File: src/rtl/alu_pkg.sv
// Shared types and helpers for the pipelined ALU adder-subtractor.
// Latency: none (types and functions only).
// Backpressure: not applicable.
package alu_pkg;

   localparam int ALU_WIDTH_DEFAULT = 16;

   typedef struct packed {
      logic cout;
      logic ovf;
      logic zero;
      logic neg;
   } flags_t;

   // Signed saturation bound: min when sign is set, max otherwise (width <= 64).
   function automatic logic [63:0] sat_value(input logic sign, input int width);
      logic [63:0] msb_only;
      msb_only = 64'd1 << (width - 1);
      return sign ? msb_only : (msb_only - 64'd1);
   endfunction

endpackage

File: src/rtl/alu_add_segment.sv
// SEG-bit ripple-carry slice of the pipelined adder.
// Latency: combinational.
// Backpressure: none; the enclosing pipeline stage decides when to register.
module alu_add_segment #(
   parameter int SEG = 8
) (
   input  logic [SEG-1:0] a,
   input  logic [SEG-1:0] b,
   input  logic           ci,
   output logic [SEG-1:0] s,
   output logic           co
);

   assign {co, s} = {1'b0, a} + {1'b0, b} + {{SEG{1'b0}}, ci};

endmodule

File: src/rtl/alu_addsub_pipe.sv
// Pipelined add/sub with cout/ovf/zero/neg flags; ALU_ADDSUB_SAT_EN adds a per-beat sat input.
// Latency: STAGES cycles from accept to out_valid; one beat per cycle.
// Backpressure: valid/ready with bubble collapse; output holds while out_valid && !out_ready.
module alu_addsub_pipe
   import alu_pkg::*;
#(
   parameter int WIDTH  = ALU_WIDTH_DEFAULT,
   parameter int STAGES = 2
) (
   input  logic             clk,
   input  logic             rst,
   input  logic             in_valid,
   output logic             in_ready,
   input  logic [WIDTH-1:0] a,
   input  logic [WIDTH-1:0] b,
   input  logic             sub,
   input  logic             cin,
`ifdef ALU_ADDSUB_SAT_EN
   input  logic             sat,
`endif
   output logic             out_valid,
   input  logic             out_ready,
   output logic [WIDTH-1:0] sum,
   output logic             cout,
   output logic             ovf,
   output logic             zero,
   output logic             neg
);

   localparam int SEG  = WIDTH / STAGES;
   localparam int LAST = STAGES - 1;

   // Index k of *_in is what stage k consumes; *_q is what stage k holds.
   logic [STAGES-1:0][WIDTH-1:0] a_in, b_in, s_in, s_d;
   logic [STAGES-1:0][WIDTH-1:0] a_q, b_q, s_q;
   logic [STAGES-1:0]            c_in, c_d, c_q, v_in, v_q, adv;
`ifdef ALU_ADDSUB_SAT_EN
   logic [STAGES-1:0]            sat_in, sat_q;
   logic [63:0]                  sat_full;
`endif

   flags_t           flags_d, flags_q;
   logic [WIDTH-1:0] res_d;
   logic             a_msb, b_msb;

   assign a_in[0] = a;
   assign b_in[0] = sub ? ~b : b;
   assign s_in[0] = '0;
   assign c_in[0] = sub ? ~cin : cin;
   assign v_in[0] = in_valid;
`ifdef ALU_ADDSUB_SAT_EN
   assign sat_in[0] = sat;
`endif

   for (genvar k = 0; k < STAGES; k++) begin : g_stage
      localparam logic [WIDTH-1:0] SEG_MASK = WIDTH'({SEG{1'b1}}) << (k * SEG);
      logic [SEG-1:0] seg_s;

      if (k > 0) begin : g_link
         assign a_in[k] = a_q[k-1];
         assign b_in[k] = b_q[k-1];
         assign s_in[k] = s_q[k-1];
         assign c_in[k] = c_q[k-1];
         assign v_in[k] = v_q[k-1];
`ifdef ALU_ADDSUB_SAT_EN
         assign sat_in[k] = sat_q[k-1];
`endif
      end

      if (k == LAST) begin : g_adv_last
         assign adv[k] = !v_q[k] || out_ready;
      end else begin : g_adv_mid
         assign adv[k] = !v_q[k] || adv[k+1];
      end

      alu_add_segment #(.SEG(SEG)) u_seg (
         .a  (a_in[k][k*SEG +: SEG]),
         .b  (b_in[k][k*SEG +: SEG]),
         .ci (c_in[k]),
         .s  (seg_s),
         .co (c_d[k])
      );

      assign s_d[k] = (s_in[k] & ~SEG_MASK) | (WIDTH'(seg_s) << (k * SEG));

      always_ff @(posedge clk) begin
         if (rst) begin
            v_q[k] <= 1'b0;
            a_q[k] <= '0;
            b_q[k] <= '0;
            s_q[k] <= '0;
            c_q[k] <= 1'b0;
`ifdef ALU_ADDSUB_SAT_EN
            sat_q[k] <= 1'b0;
`endif
         end else if (adv[k]) begin
            v_q[k] <= v_in[k];
            // Payload only moves with a real beat so bubbles leave outputs untouched.
            if (v_in[k]) begin
               a_q[k] <= a_in[k];
               b_q[k] <= b_in[k];
               s_q[k] <= (k == LAST) ? res_d : s_d[k];
               c_q[k] <= c_d[k];
`ifdef ALU_ADDSUB_SAT_EN
               sat_q[k] <= sat_in[k];
`endif
            end
         end
      end
   end

   assign a_msb = a_in[LAST][WIDTH-1];
   assign b_msb = b_in[LAST][WIDTH-1];
`ifdef ALU_ADDSUB_SAT_EN
   assign sat_full = sat_value(a_msb, WIDTH);
`endif

   always_comb begin
      res_d        = s_d[LAST];
      flags_d.cout = c_d[LAST];
      flags_d.ovf  = (a_msb == b_msb) && (s_d[LAST][WIDTH-1] != a_msb);
`ifdef ALU_ADDSUB_SAT_EN
      if (sat_in[LAST] && flags_d.ovf) begin
         res_d = sat_full[WIDTH-1:0];
      end
`endif
      flags_d.zero = ~|res_d;
      flags_d.neg  = res_d[WIDTH-1];
   end

   always_ff @(posedge clk) begin
      if (rst) begin
         flags_q <= '0;
      end else if (adv[LAST] && v_in[LAST]) begin
         flags_q <= flags_d;
      end
   end

   assign in_ready  = adv[0];
   assign out_valid = v_q[LAST];
   assign sum       = s_q[LAST];
   assign cout      = flags_q.cout;
   assign ovf       = flags_q.ovf;
   assign zero      = flags_q.zero;
   assign neg       = flags_q.neg;

   // Last-stage operand copies are never consumed; keep them out of lint noise.
   logic unused_ok;
`ifdef ALU_ADDSUB_SAT_EN
   assign unused_ok = ^{a_q[LAST], b_q[LAST], c_q[LAST], sat_q[LAST], sat_full};
`else
   assign unused_ok = ^{a_q[LAST], b_q[LAST], c_q[LAST]};
`endif

endmodule

File: config.mk
export PLATFORM = sky130hd
export DESIGN_NAME = alu_addsub_pipe
export DESIGN_NICKNAME = d
export VERILOG_FILES = /design/src/rtl/alu_pkg.sv /design/src/rtl/alu_add_segment.sv /design/src/rtl/alu_addsub_pipe.sv
export SDC_FILE = /design/constraint.sdc
export NUM_CORES = 1
export LEC_CHECK = 0
export CORE_ASPECT_RATIO = 1.25
export CORE_UTILIZATION = 54
export DETAILED_ROUTE_END_ITERATION = 10
export PLACE_DENSITY = 0.83
export SETUP_SLACK_MARGIN = 0.2
export SLEW_MARGIN = 20
export SYNTH_ARGS = -nofsm -noshare
export SYNTH_HDL_FRONTEND = slang
export SYNTH_HIERARCHICAL = 1
export SYNTH_SLANG_ARGS = --single-unit
File: constraint.sdc
create_clock -name clk -period 7.11 [get_ports clk]
set_input_delay 1.422 -clock clk [delete_from_list [all_inputs] [get_ports clk]]
set_output_delay 1.422 -clock clk [all_outputs]
set_load 0.01 [all_outputs]
==> results.sh <==
export IMPL_viasPerCell=5.775
export IMPL_placedCellCount=406
export IMPL_power_density_mw_per_mm2=209.7
export IMPL_layout_drive_gt1_share_pct=5.932
export IMPL_first_iter_violations=135
export IMPL_core_area_mm2=0.004695
export IMPL_cp_end_kind="output port"
export IMPL_rsz0062_at_grt="no"
export IMPL_drt_total_wl_um=5435
export IMPL_multiInputGateArea_mm2=0.001534
export IMPL_status="finished clean"
export IMPL_cp_arrival_ns=3.46
export IMPL_fin_area_mm2=0.003317
export IMPL_cts_max_level=2
export IMPL_dieWidth_um=64.39
export IMPL_ctsResizeCount=0
export IMPL_critPathRequiredTime_ns=5.69
export IMPL_syn_area_mm2=0.002628
export IMPL_dp_hpwl_um=3998
export IMPL_first_global_vias=2115
export IMPL_dr_pass1_iters=4
export IMPL_track_usage_pct=22.17
export IMPL_cts_buffers=5
export IMPL_finalCriticalPeriod_ns=4.886
export IMPL_fillers=440
export IMPL_start_util_pct=55.97
export IMPL_timing_hold_ws_ns=0.4787
export IMPL_crit_fanout=27
export IMPL_clockBufferDepth=2
export IMPL_cts_clk_slew_worst_paths_ns=0.08
export IMPL_post_dp_cell_area_mm2=0.003172
export IMPL_tritoncts="yes"
export IMPL_grt_start_max_net_pins=48
export IMPL_max_freq_ghz=0.2047
export IMPL_syn_instance_count=309
export IMPL_total_power_mw=0.6954
export IMPL_post_drt_wl_per_cell_um=13.13
export IMPL_port_buffers=59
export IMPL_drc=0
export IMPL_ios=60
export IMPL_antenna_found_initial=0
export IMPL_hold_path_class="register to register"
export IMPL_finClkSkew_ns=0.01020
export IMPL_fin_cells=414
export IMPL_row_count=28
export IMPL_finalSetupViolations=0
export IMPL_pre_cts_ws_ns=2.262
export IMPL_power_leakage_nw=1.225
export IMPL_postSynthAreaPerCell_um2=8.503
export IMPL_gr_total_overflow=0
export IMPL_final_hold_violation_count=0
export IMPL_post_cts_buffers=0
export IMPL_worstMarginPinSlew_ns=0.9154
export IMPL_seq_area_um2=920.9
export IMPL_timing_slew_headroom_pct=38.78
export IMPL_grt_pass1_wl_um=9163
export IMPL_chipHeight_um=79.99
export IMPL_setup_ws_ns=2.224
export IMPL_place_congestion=0.8322
export IMPL_ys_ff_latch=46
export IMPL_ys_types=38
export IMPL_final_nets=409
export IMPL_diodes=0
export IMPL_ys_warn_count=6
export IMPL_cts_sinks=46
export IMPL_path_class="input pin to output port"
export IMPL_syn_nets=365
export IMPL_worst_setup_path_start_kind="input pin"
export IMPL_slew_viol_final=0
export IMPL_fin_crit_sh_pct=68.72
export IMPL_num_vias=2391
export IMPL_utilization_pct=70.66
export IMPL_fin_setup_tns_ns=0
export IMPL_ys_seq_area_share_pct=35.05
export IMPL_drt_antenna_violating_nets=0
export IMPL_worstSkewPairLatency_ns=0.30
export IMPL_cap_violations=0
export IMPL_cts_hold_buf=0
export IMPL_ir_worst_vdd_uv=110.6
export IMPL_die_area_mm2=0.005151
export IMPL_cts_root_buffer="clkbuf_8"
export IMPL_area_delta_synth_final_pct=26.24
## power breakdown
group	switching (mW)	total [mW]	leakage, nW	internal [mW]
Combinational	0.0845	0.170	0.777	0.0850
Clock	0.0862	0.236	0.0714	0.150
Sequential	0.0138	0.290	0.377	0.276
## per-layer routing
layer,global-route usage [%],vias up,part of all wire [%]
li1,-,1209,-
met1,27.46,1103,44
met2,37.26,65,50
met3,4.429,14,3.6
met4,8.889,0,2.2
met5,0,-,0
## worst max-delay path, cell delays in order
cell	delay, ns
clkdlybuf4s50_1	0.46
and3b_1	0.67
clkinv_4	0.34
clkdlybuf4s50_1	0.56
## cell usage in the layout (no fill, tap or decap), types with 3 or more instances in the layout
master,n
fa_1,4
o21ai_0,32
o21ai_1,6
dfxtp_1,46
xor2_1,13
a21oi_1,53
a21o_1,3
nand2_1,4
inv_1,6
xnor2_1,12
nand3_1,39
ha_1,14
a211oi_1,7
clkbuf_8,6
a311o_1,4
nor4_1,6
nor2b_1,3
nand2b_1,3
nand4_1,3
clkdlybuf4s50_1,59
nor3_1,4
## final timing paths
kind              cells past startpoint  slack (ns)                   from                 to
setup / recovery                      4        2.22              out_ready           in_ready
hold / removal                        2        0.48      cout$_SDFFE_PP0P_  cout$_SDFFE_PP0P_
setup reg to reg                      8        4.75  a_in[24]$_SDFFE_PP0P_  zero$_SDFFE_PP0P_
hold reg to reg                       2        0.48      cout$_SDFFE_PP0P_  cout$_SDFFE_PP0P_
## state kept, by name (all words and copies together) (netlist names)
register and count:
sum 16, a_in 8, b_in 8, s_in 8, c_in 1, cout 1, out_valid 1, ovf 1
v_in 1, zero 1
## Yosys cell counts, drive strengths merged
library cell	instances	share of area (%)
nand3	39	7.4
nor3	4	0.76
nor2b	4	0.95
dfxtp	46	35
fa	4	3.0
o21a	2	0.57
a21oi	55	11
nor3b	1	0.29
nor2	2	0.38
nand4	3	0.71
clkinv	1	0.33
nor4	6	1.4
ha	14	6.7
nand2b	3	0.71
a211oi	8	2.5
o21bai	2	0.57
inv	8	1.1
o21ai	38	7.2
buf	21	4.8
nand2	4	0.57
o221a	2	0.86
nand3b	2	0.57
xor2	13	4.3
and3b	2	0.67
a311o	4	1.5
xnor2	12	4.0
o211ai	2	0.57
a21o	4	1.2
clkbuf	3	0.43
## area by class of cell
class / count / area share [%]
flip-flops and latches: 46 / 27.76
inverters: 9 / 1.169
clock buffers: 6 / 2.490
well taps: 60 / 2.263
multi-input cells: 230 / 46.25
clock inverters: 2 / 1.811
repair buffers: 61 / 18.26
## logic make-up (layout without fill, tap and decap cells)
logic type      count (synthesis)  count (layout)  share of synthesized area (%)
simple gates                   70              70                          14.48
compound gates                117             117                          25.76
buf+inv                        33              78                          6.667
fa+ha+maj                      18              18                          9.714
flops                          46              46                          35.05
xor+xnor                       25              25                          8.333
Power figures use the tool's default switching activity.
